## src/rtl/turing_engine_pkg.sv

```systemverilog
// Shared types for the Turing machine engine: head move codes, rule entry, controller states.
// Rule fields are carried at the maximum supported widths. Each module zero-extends or
// truncates them to its own SW/QW. SW must not exceed SYM_W_MAX, and QW must not exceed STATE_W_MAX.
package turing_engine_pkg;

  // Default widths used when a module does not override them.
  localparam int SW_DEF      = 1;
  localparam int QW_DEF      = 4;
  // Widest symbol / state the rule container can carry.
  localparam int SYM_W_MAX   = 8;
  localparam int STATE_W_MAX = 8;

  typedef enum logic [1:0] {
    MV_RIGHT = 2'b00,
    MV_LEFT  = 2'b01,
    MV_STAY  = 2'b10,
    MV_HALT  = 2'b11
  } move_t;

  typedef struct packed {
    logic [SYM_W_MAX-1:0]   wsym;
    move_t                  move;
    logic [STATE_W_MAX-1:0] next;
  } rule_t;

  typedef enum logic [2:0] {
    ST_IDLE,
    ST_FETCH,
    ST_EXEC,
    ST_PAUSE,
    ST_DONE
  } ctrl_state_t;

  // Step counter increment that sticks at all-ones.
  function automatic logic [15:0] sat_inc16(input logic [15:0] v);
    return (v == 16'hFFFF) ? v : v + 16'd1;
  endfunction

endpackage

```

## src/rtl/turing_rule_ram.sv

```systemverilog
// Rule table: 2^(QW+SW) entries, indexed {state, symbol}.
// Single write port and synchronous read; the read data is valid the cycle after re.
// Contents are not reset. Only the SW+2+QW meaningful bits of each entry are stored.
module turing_rule_ram
  import turing_engine_pkg::*;
#(
  parameter int SW = SW_DEF,
  parameter int QW = QW_DEF
) (
  input  logic            clock,
  input  logic            we,
  input  logic [QW+SW-1:0] waddr,
  input  rule_t           wrule,
  input  logic            re,
  input  logic [QW+SW-1:0] raddr,
  output rule_t           rrule
);

  localparam int RW    = SW + 2 + QW;
  localparam int DEPTH = 2 ** (QW + SW);

  logic [RW-1:0] mem [DEPTH];
  logic [RW-1:0] rword;

  // Table write, narrowed to the configured widths.
  always_ff @(posedge clock) begin
    if (we) mem[waddr] <= {SW'(wrule.wsym), wrule.move, QW'(wrule.next)};
  end

  // Registered read.
  always_ff @(posedge clock) begin
    if (re) rword <= mem[raddr];
  end

  // Widen the stored word back into the shared rule container.
  always_comb begin
    rrule      = '0;
    rrule.wsym = SYM_W_MAX'(rword[RW-1 -: SW]);
    rrule.move = move_t'(rword[QW +: 2]);
    rrule.next = STATE_W_MAX'(rword[QW-1:0]);
  end

endmodule

```

## src/rtl/turing_engine.sv

```systemverilog
// Single-tape Turing machine engine with a loadable rule table and free-run or single-step control.
// One step takes 2 cycles (FETCH, EXEC) in free-run, and 3 cycles per step with step held high in step mode.
// Host rule and tape writes are dropped while busy. Defining TURING_ENGINE_STEP_LIMIT_EN adds MAX_STEPS and timeout.
module turing_engine
  import turing_engine_pkg::*;
#(
  parameter int SW        = SW_DEF,
  parameter int QW        = QW_DEF,
  parameter int TAPE_LEN  = 32,
  parameter int HEAD_INIT = 0,
`ifdef TURING_ENGINE_STEP_LIMIT_EN
  parameter int MAX_STEPS = 1000,
`endif
  localparam int AW       = $clog2(TAPE_LEN)
) (
  input  logic          clock,
  input  logic          reset,
  input  logic          rule_we,
  input  logic [QW-1:0] rule_q,
  input  logic [SW-1:0] rule_sym,
  input  logic [SW-1:0] rule_wsym,
  input  logic [1:0]    rule_move,
  input  logic [QW-1:0] rule_next,
  input  logic          tape_we,
  input  logic [AW-1:0] tape_addr,
  input  logic [SW-1:0] tape_wdata,
  output logic [SW-1:0] tape_rdata,
  input  logic          start,
  input  logic          step_mode,
  input  logic          step,
  output logic          busy,
  output logic          halted,
  output logic          fault,
  output logic          timeout,
  output logic [QW-1:0] state,
  output logic [AW-1:0] head,
  output logic [15:0]   step_count
);

  localparam logic [AW-1:0] HEAD_START = AW'(HEAD_INIT);
  localparam logic [AW-1:0] HEAD_MAX   = AW'(TAPE_LEN - 1);

  ctrl_state_t   ctrl, ctrl_nxt;
  logic [SW-1:0] tape [TAPE_LEN];
  logic [SW-1:0] cur_sym;
  rule_t         wr_rule, cur_rule;
  logic [SW-1:0] cur_wsym;
  logic [QW-1:0] cur_next;
  move_t         cur_move;
  logic [15:0]   count_inc;
  logic          launch, exec_halt, exec_fault, exec_tmo, exec_stop;

  assign launch     = start && (ctrl == ST_IDLE || ctrl == ST_DONE);
  assign cur_sym    = tape[head];
  assign tape_rdata = tape[tape_addr];

  assign wr_rule = '{wsym: SYM_W_MAX'(rule_wsym), move: move_t'(rule_move),
                     next: STATE_W_MAX'(rule_next)};

  // The rule lookup is issued in FETCH and consumed in EXEC.
  turing_rule_ram #(.SW(SW), .QW(QW)) u_rules (
    .clock (clock),
    .we    (rule_we && !busy),
    .waddr ({rule_q, rule_sym}),
    .wrule (wr_rule),
    .re    (ctrl == ST_FETCH),
    .raddr ({state, cur_sym}),
    .rrule (cur_rule)
  );

  assign cur_wsym  = SW'(cur_rule.wsym);
  assign cur_next  = QW'(cur_rule.next);
  assign cur_move  = cur_rule.move;
  assign count_inc = sat_inc16(step_count);

  // A halt rule or an out-of-bounds move ends the run. Both take priority over the step limit.
  assign exec_halt  = (cur_move == MV_HALT);
  assign exec_fault = (cur_move == MV_RIGHT && head == HEAD_MAX) ||
                      (cur_move == MV_LEFT  && head == '0);
`ifdef TURING_ENGINE_STEP_LIMIT_EN
  assign exec_tmo   = !exec_halt && !exec_fault && (count_inc == 16'(MAX_STEPS));
`else
  assign exec_tmo   = 1'b0;
`endif
  assign exec_stop  = exec_halt || exec_fault || exec_tmo;

  // Controller state register.
  always_ff @(posedge clock or posedge reset) begin
    if (reset) ctrl <= ST_IDLE;
    else       ctrl <= ctrl_nxt;
  end

  // Controller next-state logic.
  always_comb begin
    ctrl_nxt = ctrl;
    case (ctrl)
      ST_IDLE, ST_DONE: if (start) ctrl_nxt = ST_FETCH;
      ST_FETCH:         ctrl_nxt = ST_EXEC;
      ST_EXEC: begin
        if (exec_stop)      ctrl_nxt = ST_DONE;
        else if (step_mode) ctrl_nxt = ST_PAUSE;
        else                ctrl_nxt = ST_FETCH;
      end
      ST_PAUSE:         if (step) ctrl_nxt = ST_FETCH;
      default:          ctrl_nxt = ST_IDLE;
    endcase
  end

  // Controller outputs.
  always_comb begin
    busy = (ctrl == ST_FETCH) || (ctrl == ST_EXEC) || (ctrl == ST_PAUSE);
  end

  // Machine registers: cleared on start, committed in EXEC.
  always_ff @(posedge clock or posedge reset) begin
    if (reset) begin
      state      <= '0;
      head       <= '0;
      step_count <= '0;
      halted     <= 1'b0;
      fault      <= 1'b0;
    end else if (launch) begin
      state      <= '0;
      head       <= HEAD_START;
      step_count <= '0;
      halted     <= 1'b0;
      fault      <= 1'b0;
    end else if (ctrl == ST_EXEC) begin
      state      <= cur_next;
      step_count <= count_inc;
      if (exec_halt)  halted <= 1'b1;
      if (exec_fault) fault  <= 1'b1;
      if (cur_move == MV_RIGHT && !exec_fault) head <= head + AW'(1);
      if (cur_move == MV_LEFT  && !exec_fault) head <= head - AW'(1);
    end
  end

`ifdef TURING_ENGINE_STEP_LIMIT_EN
  // Step-limit flag, set on the EXEC edge of step MAX_STEPS.
  always_ff @(posedge clock or posedge reset) begin
    if (reset)                          timeout <= 1'b0;
    else if (launch)                    timeout <= 1'b0;
    else if (ctrl == ST_EXEC && exec_tmo) timeout <= 1'b1;
  end
`else
  assign timeout = 1'b0;
`endif

  // Tape: the machine writes in EXEC, and the host writes only while idle.
  always_ff @(posedge clock or posedge reset) begin
    if (reset) begin
      for (int i = 0; i < TAPE_LEN; i++) tape[i] <= '0;
    end else if (ctrl == ST_EXEC) begin
      tape[head] <= cur_wsym;
    end else if (tape_we && !busy) begin
      tape[tape_addr] <= tape_wdata;
    end
  end

endmodule

```

## config.mk

```make
export PLATFORM = sky130hd
export DESIGN_NAME = turing_engine
export DESIGN_NICKNAME = d
export VERILOG_FILES = /design/src/rtl/turing_engine_pkg.sv /design/src/rtl/turing_rule_ram.sv /design/src/rtl/turing_engine.sv
export SDC_FILE = /design/constraint.sdc
export NUM_CORES = 1
export LEC_CHECK = 0
export CAP_MARGIN = 0
export CORE_ASPECT_RATIO = 1.25
export CORE_MARGIN = 2
export CORE_UTILIZATION = 53
export DETAILED_ROUTE_END_ITERATION = 10
export PLACE_DENSITY_LB_ADDON = 0.3
export SLEW_MARGIN = 0
export SYNTH_ARGS = -nofsm -noshare
export SYNTH_HDL_FRONTEND = slang
export SYNTH_SLANG_ARGS = --single-unit
```

## constraint.sdc

```tcl
create_clock -name clock -period 3.2 [get_ports clock]
set_input_delay 0.48 -clock clock [delete_from_list [all_inputs] [get_ports clock]]
set_output_delay 0.48 -clock clock [all_outputs]
set_load 0.1 [all_outputs]
```

# After elaboration in Yosys (flattened, before gate mapping)
# Memories as Yosys holds them, arrays and structs flattened. A register that Yosys moved wholly into a read port is not among the register bits.
# Index checks and enable logic that the tools add are counted.
[word_totals] regBits=62 ramBits=224 output_inout_bits=30 n_memories=1
[mem_list] memory="u_rules.mem" depth=32 word_bits=7 read_ports=1 rd_clocked_by_memory_dff=1 write_ports=1 line_no="turing_rule_ram.sv:22" rtl="logic [RW-1:0] mem [DEPTH];"
[op_classes] add_sub_neg=3 magnitude_cmp=4 n_eq_ne=11 mux=36 bitwise_logic=2 n_reduce_logical=30
[op_table] op="32-bit bitwise mux" n=2
[op_table] op="32-bit two-way mux" n=2
[op_table] op="16-bit two-way mux" n=3
[op_table] op="5-bit two-way mux" n=4
[op_table] op="16-bit by 1-bit adder with 16-bit output (second input constant)" n=1
[op_table] op="16-bit == test (second input constant)" n=1
[op_table] op="1-bit two-way mux" n=14
[op_table] op="6-bit >= comparator (second input constant)" n=2
[op_table] op="6-bit by 1-bit < comparator with 1-bit output (second input constant)" n=2
[op_table] op="5-bit inverter with 6-bit output" n=2
[op_table] op="3-bit case mux with 4 select lines" n=1
[op_table] op="1-bit binary-select mux with 5-bit select" n=2
[op_table] op="1-bit demux with 5-bit select" n=2
[op_table] op="2-bit AND reduction" n=5
[op_table] op="1-bit logical AND" n=9
[op_table] op="3-bit two-way mux" n=3
[op_table] op="4-bit two-way mux" n=2
[op_table] op="2-bit nonzero test" n=4
[op_table] op="3-bit by 2-bit == test with 1-bit output (second input constant)" n=2
[op_table] op="2-bit != test (second input constant)" n=3
[op_table] op="5-bit by 1-bit adder with 5-bit output (second input constant)" n=1
[op_table] op="5-bit == test (second input constant)" n=1
[op_table] op="5-bit zero test" n=1
[op_table] op="1-bit logical OR" n=5
[op_table] op="11 further kinds" n=12

# Longest topological paths before layout
[depth] ltp_word=9 mapped_depth=13 ltp_nobuf=11

# By module
# A second synthesis with hierarchy kept.
[unflattened] cells_unflattened=805 area_unflattened_um2=13143.9
[by_module_without_submodules] module="turing_rule_ram" n_inst=1 cells_per_inst=382 area_each_um2=8989.9
[by_module_without_submodules] module="turing_engine" n_inst=1 cells_per_inst=423 area_each_um2=4154.0

# Worst setup path after synthesis
# No wires, ideal clock.
[synth_path] path_kind="flip-flop to flip-flop" startpoint="reg head[1]" endpoint="reg head[4]" setup_ps=76 arrival_time_ps=3265 slack_ps=-141 path_stages_with_launch=13 path_buffers=2 synth_period_minus_slack_ps=3341 path_cell_list="dfrtp_1 -> buf_2 -> buf_2 -> nor3_1 -> nor3b_1 -> inv_1 -> fa_1 -> nor2b_1 -> o21ai_0 -> nand2b_1 -> xnor2_1 -> or3_1 -> o21ai_1"
[synth_between] elab_chain_len=8 elab_cells_between_ends=16
[synth_lines] element="from (decl)" line_no="turing_engine.sv:36" rtl="output logic [AW-1:0] head,"
[synth_lines] element="from (signal assigned)" line_no="turing_engine.sv:133" rtl="if (cur_move == MV_RIGHT && !exec_fault) head <= head + AW'(1);"
[synth_lines] element="from (signal assigned)" line_no="turing_engine.sv:134" rtl="if (cur_move == MV_LEFT && !exec_fault) head <= head - AW'(1);"
[synth_lines] element="branches (longest 8 deep; another with 5-bit by 1-bit adder with 5-bit output)"
# Several ways; the timed one is not identified. The select of a mux whose other input is x is not followed.
# A chain may end at the register's enable or synchronous reset.

# Worst setup path after layout
[layout_path] startpoint="in tape_addr[0]" endpoint="out tape_rdata"
[layout_between] elab_chain_len=4
[layout_lines] element="from (decl)" line_no="turing_engine.sv:25" rtl="input logic [AW-1:0] tape_addr,"
[layout_lines] element="5-bit inverter with 6-bit output (not written as such)" line_no="turing_engine.sv:55" rtl="assign tape_rdata = tape[tape_addr];"
[layout_lines] element="1-bit binary-select mux with 5-bit select" line_no="turing_engine.sv:55"
[layout_lines] element="1-bit two-way mux (not written as such) (2 in series)" line_no="turing_engine.sv:55"
[layout_lines] element="to (decl)" line_no="turing_engine.sv:27" rtl="output logic [SW-1:0] tape_rdata,"
# No other way between the ends. The select of a mux whose other input is x is not followed.

==> impl_metrics.py <==
metrics = {
    "placement": {
        "numPortBuffers": 53,
        "gp_congestion": 0.867,
        "placed_cell_area_um2": 14000,
        "dpl.cell_count": 1311,
        "dp_hpwl_mm": 20.2,
        "pre_cts_slack_ns": 0.125,
    },
    "layout": {
        "finalNonFillerCells": 1364,
        "final_util_pct": 61.1,
        "fillers": 1849,
        "multiInputGateArea_um2": 4260,
        "drive_above_1_share_pct": 14.3,
        "fin_nets": 1042,
        "diodes": 0,
        "fin_area_um2": 14900,
        "synthToLayoutAreaGrowth_pct": 13.8,
        "area.sequential_um2": 8500,
    },
    "sta": {
        "period_needed_ns": 3.08,
        "min_period_over_period_pct": 96.3,
        "rsz0062_at_grt": "false",
        "max_freq_ghz": 0.325,
        "hold_viol": 0,
        "fin_skew_ns": 0.00636,
        "fin_setup_tns_ns": 0,
        "relSlewSlack_pct": 29.1,
        "timing.final.ws_setup_ns": 0.119,
        "worstMarginPinSlew_ns": 1.06,
        "finalSetupViolCount": 0,
        "slew_viol_final": 0,
    },
    "clock_network": {
        "post_cts_resized": 0,
        "clk_latency_ns": 0.56,
        "hold_buffers": 0,
        "root_buffer": "clkbuf_16",
        "cts.sink_count": 293,
        "path_clk_slew_ns": 0.06,
        "postCtsSetupBuffers": 0,
        "cts_buffers": 29,
        "clockBufferDepth": 3,
        "cts_tree": "built",
        "cts_max_level": 1,
    },
    "synth": {
        "ys_types": 61,
        "ys_seq_area_share_pct": 64.7,
        "yosysWarningCount": 0,
        "synth_edf_count": 231,
        "ys_dominant_reg_cell": "edfxtp_1",
        "yosysMostFrequentCell": "edfxtp_1",
        "avgSynthCellArea_um2": 13.7,
        "yosysTopAreaCellShare_pct": 52.9,
        "synth_seq_cells": 293,
        "synth_commonest_cells": "231 x edfxtp_1, 101 x nor2_1, 79 x mux2i_1",
        "synth_top_area_cell": "edfxtp_1",
        "async_flop_share_pct": 21.2,
        "syn_inst": 959,
        "syn_nets": 989,
        "synth_area_um2": 13100,
        "synth_area_leaders": "edfxtp_1 53%, dfrtp_1 12%, mux2i_1 6.0%, mux4_2 3.8%, nor2_1 2.9%",
    },
    "die": {
        "die_h_um": 180,
        "initial_core_util_pct": 53.7,
        "core_um2": 24400,
        "rows": 64,
        "io_pins": 55,
        "die-area_um2": 26000,
        "die_w_um": 145,
    },
    "setup_path": {
        "worstPathMaxFanout": 13,
        "setup.worst_path.start": "tape_addr[0]",
        "crit_type": "primary input to primary output",
        "reg2reg_slack_ns": 0.29,
        "rr_startpoint": "head[4]",
        "rr_endpoint": "u_rules.rword[4]",
        "reg2reg_depth": 8,
        "end_kind": "primary output",
        "cp-endpoint": "tape_rdata",
        "cp-start-kind": "primary input",
        "critPathArrivalTime_ns": 2.60,
        "required_ns": 2.72,
    },
    "drt": {
        "wl_mm": 30.9,
        "drc": 0,
        "wl_per_cell_um": 22.7,
        "vias_per_cell": 6.20,
        "drt_iter0_markers": 723,
        "dr.pass1.iters": 5,
        "vias": 8455,
        "ant_nets": 0,
    },
    "global_routing": {
        "grt_first_pass_wirelength_mm": 48.3,
        "grt_pass1_vias": 8414,
        "grt_usage_pct": 24.3,
        "antenna_found_initial": 0,
        "grt-ovfl-total": 0,
        "grt_start_max_net_pins": 48,
    },
    "run": {
        "max_cap_violations": 0,
    },
    "outcome": {
        "status": "complete, no violations",
    },
    "worst_hold_path": {
        "min_path_type": "primary input to async pin",
    },
    "power_and_ir_drop": {
        "ir_drop_mv": 0.802,
        "powerDensity_nw_per_um2": 891,
        "leakagePower_nw": 5.08,
    },
}
## metrics by stage
step | hold slack (ns) | power [mW]
final | 0.310 | 13.3
after global routing | 0.368 | 13.9
after CTS | 0.313 | 13.3
after detailed placement | 0.465 | 9.98
after global placement | 0.459 | 9.90
after floorplan | 0.449 | 8.73
## how the worst min path moves through the flow
| stage | from | end | slack (ns) | cells past startpoint |
|---|---|---|---|---|
| 6_report | reset | step_count[12] | 0.31 | 2 |
| 5_1_grt | reset | tape[19] | 0.37 | 2 |
| 4_1_cts | reset | step_count[4] | 0.31 | 2 |
| 3_5_place_dp | u_rules.rword[2] | state[2] | 0.47 | 1 |
| 3_3_place_gp | u_rules.rword[2] | state[2] | 0.46 | 1 |
| 2_1_floorplan | u_rules.rword[0] | state[0] | 0.45 | 1 |
## cell usage in the layout (no fill, tap or decap), types with 3 or more instances in the layout
cell | synthesis | routed
a211o_1 | 12 | 12
a211oi_1 | 24 | 24
a21oi_1 | 27 | 27
a22o_1 | 5 | 5
a31oi_1 | 3 | 3
and3_1 | 3 | 3
buf_12 | 1 | 4
buf_4 | 1 | 56
bufinv_16 | 0 | 3
clkbuf_1 | 36 | 3
clkbuf_16 | 0 | 29
clkdlybuf4s50_1 | 0 | 24
clkinv_1 | 0 | 7
clkinv_2 | 0 | 5
clkinvlp_4 | 0 | 3
dfrtp_1 | 62 | 56
dfrtp_2 | 0 | 5
edfxtp_1 | 231 | 231
ha_1 | 4 | 4
inv_1 | 16 | 15
mux2i_1 | 79 | 79
mux4_2 | 22 | 22
nand2_1 | 41 | 41
nand2b_1 | 8 | 8
nand3_1 | 21 | 21
nand3b_1 | 10 | 10
nand4_1 | 7 | 7
nor2_1 | 101 | 101
nor2b_1 | 8 | 8
nor3_1 | 6 | 6
o21a_1 | 28 | 28
o21ai_0 | 48 | 48
o221ai_1 | 30 | 30
o221ai_2 | 6 | 6
o22ai_1 | 34 | 34
or3_1 | 8 | 8
or3b_1 | 4 | 4
xnor2_1 | 6 | 6
xor2_1 | 9 | 9
## routing by layer
layer | vias to the layer above | routed length, µm | global-route usage, %
met5 | - | 0 | 0
met4 | 0 | 1140 | 8.66
met3 | 85 | 2020 | 3.94
met2 | 353 | 15500 | 41.1
met1 | 4191 | 12200 | 31.7
li1 | 3826 | - | -
## kinds of logic after synthesis
logic type               synth area share (%)
AND/OR/NAND/NOR                          8.41
adder cells (fa/ha/maj)                 0.534
other                                  0.0286
multiplexers                             9.81
flip-flops                               64.7
AO/OA/AOI/OAI                            12.7
buffers and inverters                    2.77
XOR/XNOR                                 1.00
## critical path, stage by stage
cell and delay [ns]:
clkdlybuf4s50_1 0.51, buf_12 0.16, mux4_2 0.50, nand3_1 0.09, o21ai_0 0.08, or4_1 0.58
buf_12 0.20
## state kept, by name, indices dropped and copies added, names as in the netlist
signal,cells
ctrl,3
halted,1
u_rules.mem,224
step_count,16
tape,32
head,5
fault,1
state,4
u_rules.rword,7
## layout make-up
type | instances | share of cell area, %
clock buffers | 32 | 4.94
clock inverters | 21 | 1.35
inverters | 16 | 0.403
multi-input cells | 588 | 28.6
flip-flops and latches | 293 | 57.0
well taps | 330 | 2.77
repair buffers | 84 | 4.97
## where the power goes
part | leakage, nW | total [mW] | switching, mW | internal (mW)
sequential | 2.82 | 5.04 | 0.500 | 4.54
clock | 0.452 | 3.36 | 1.45 | 1.91
combinational | 1.80 | 4.89 | 3.04 | 1.85
No activity file was read; power rests on OpenSTA's default activity.
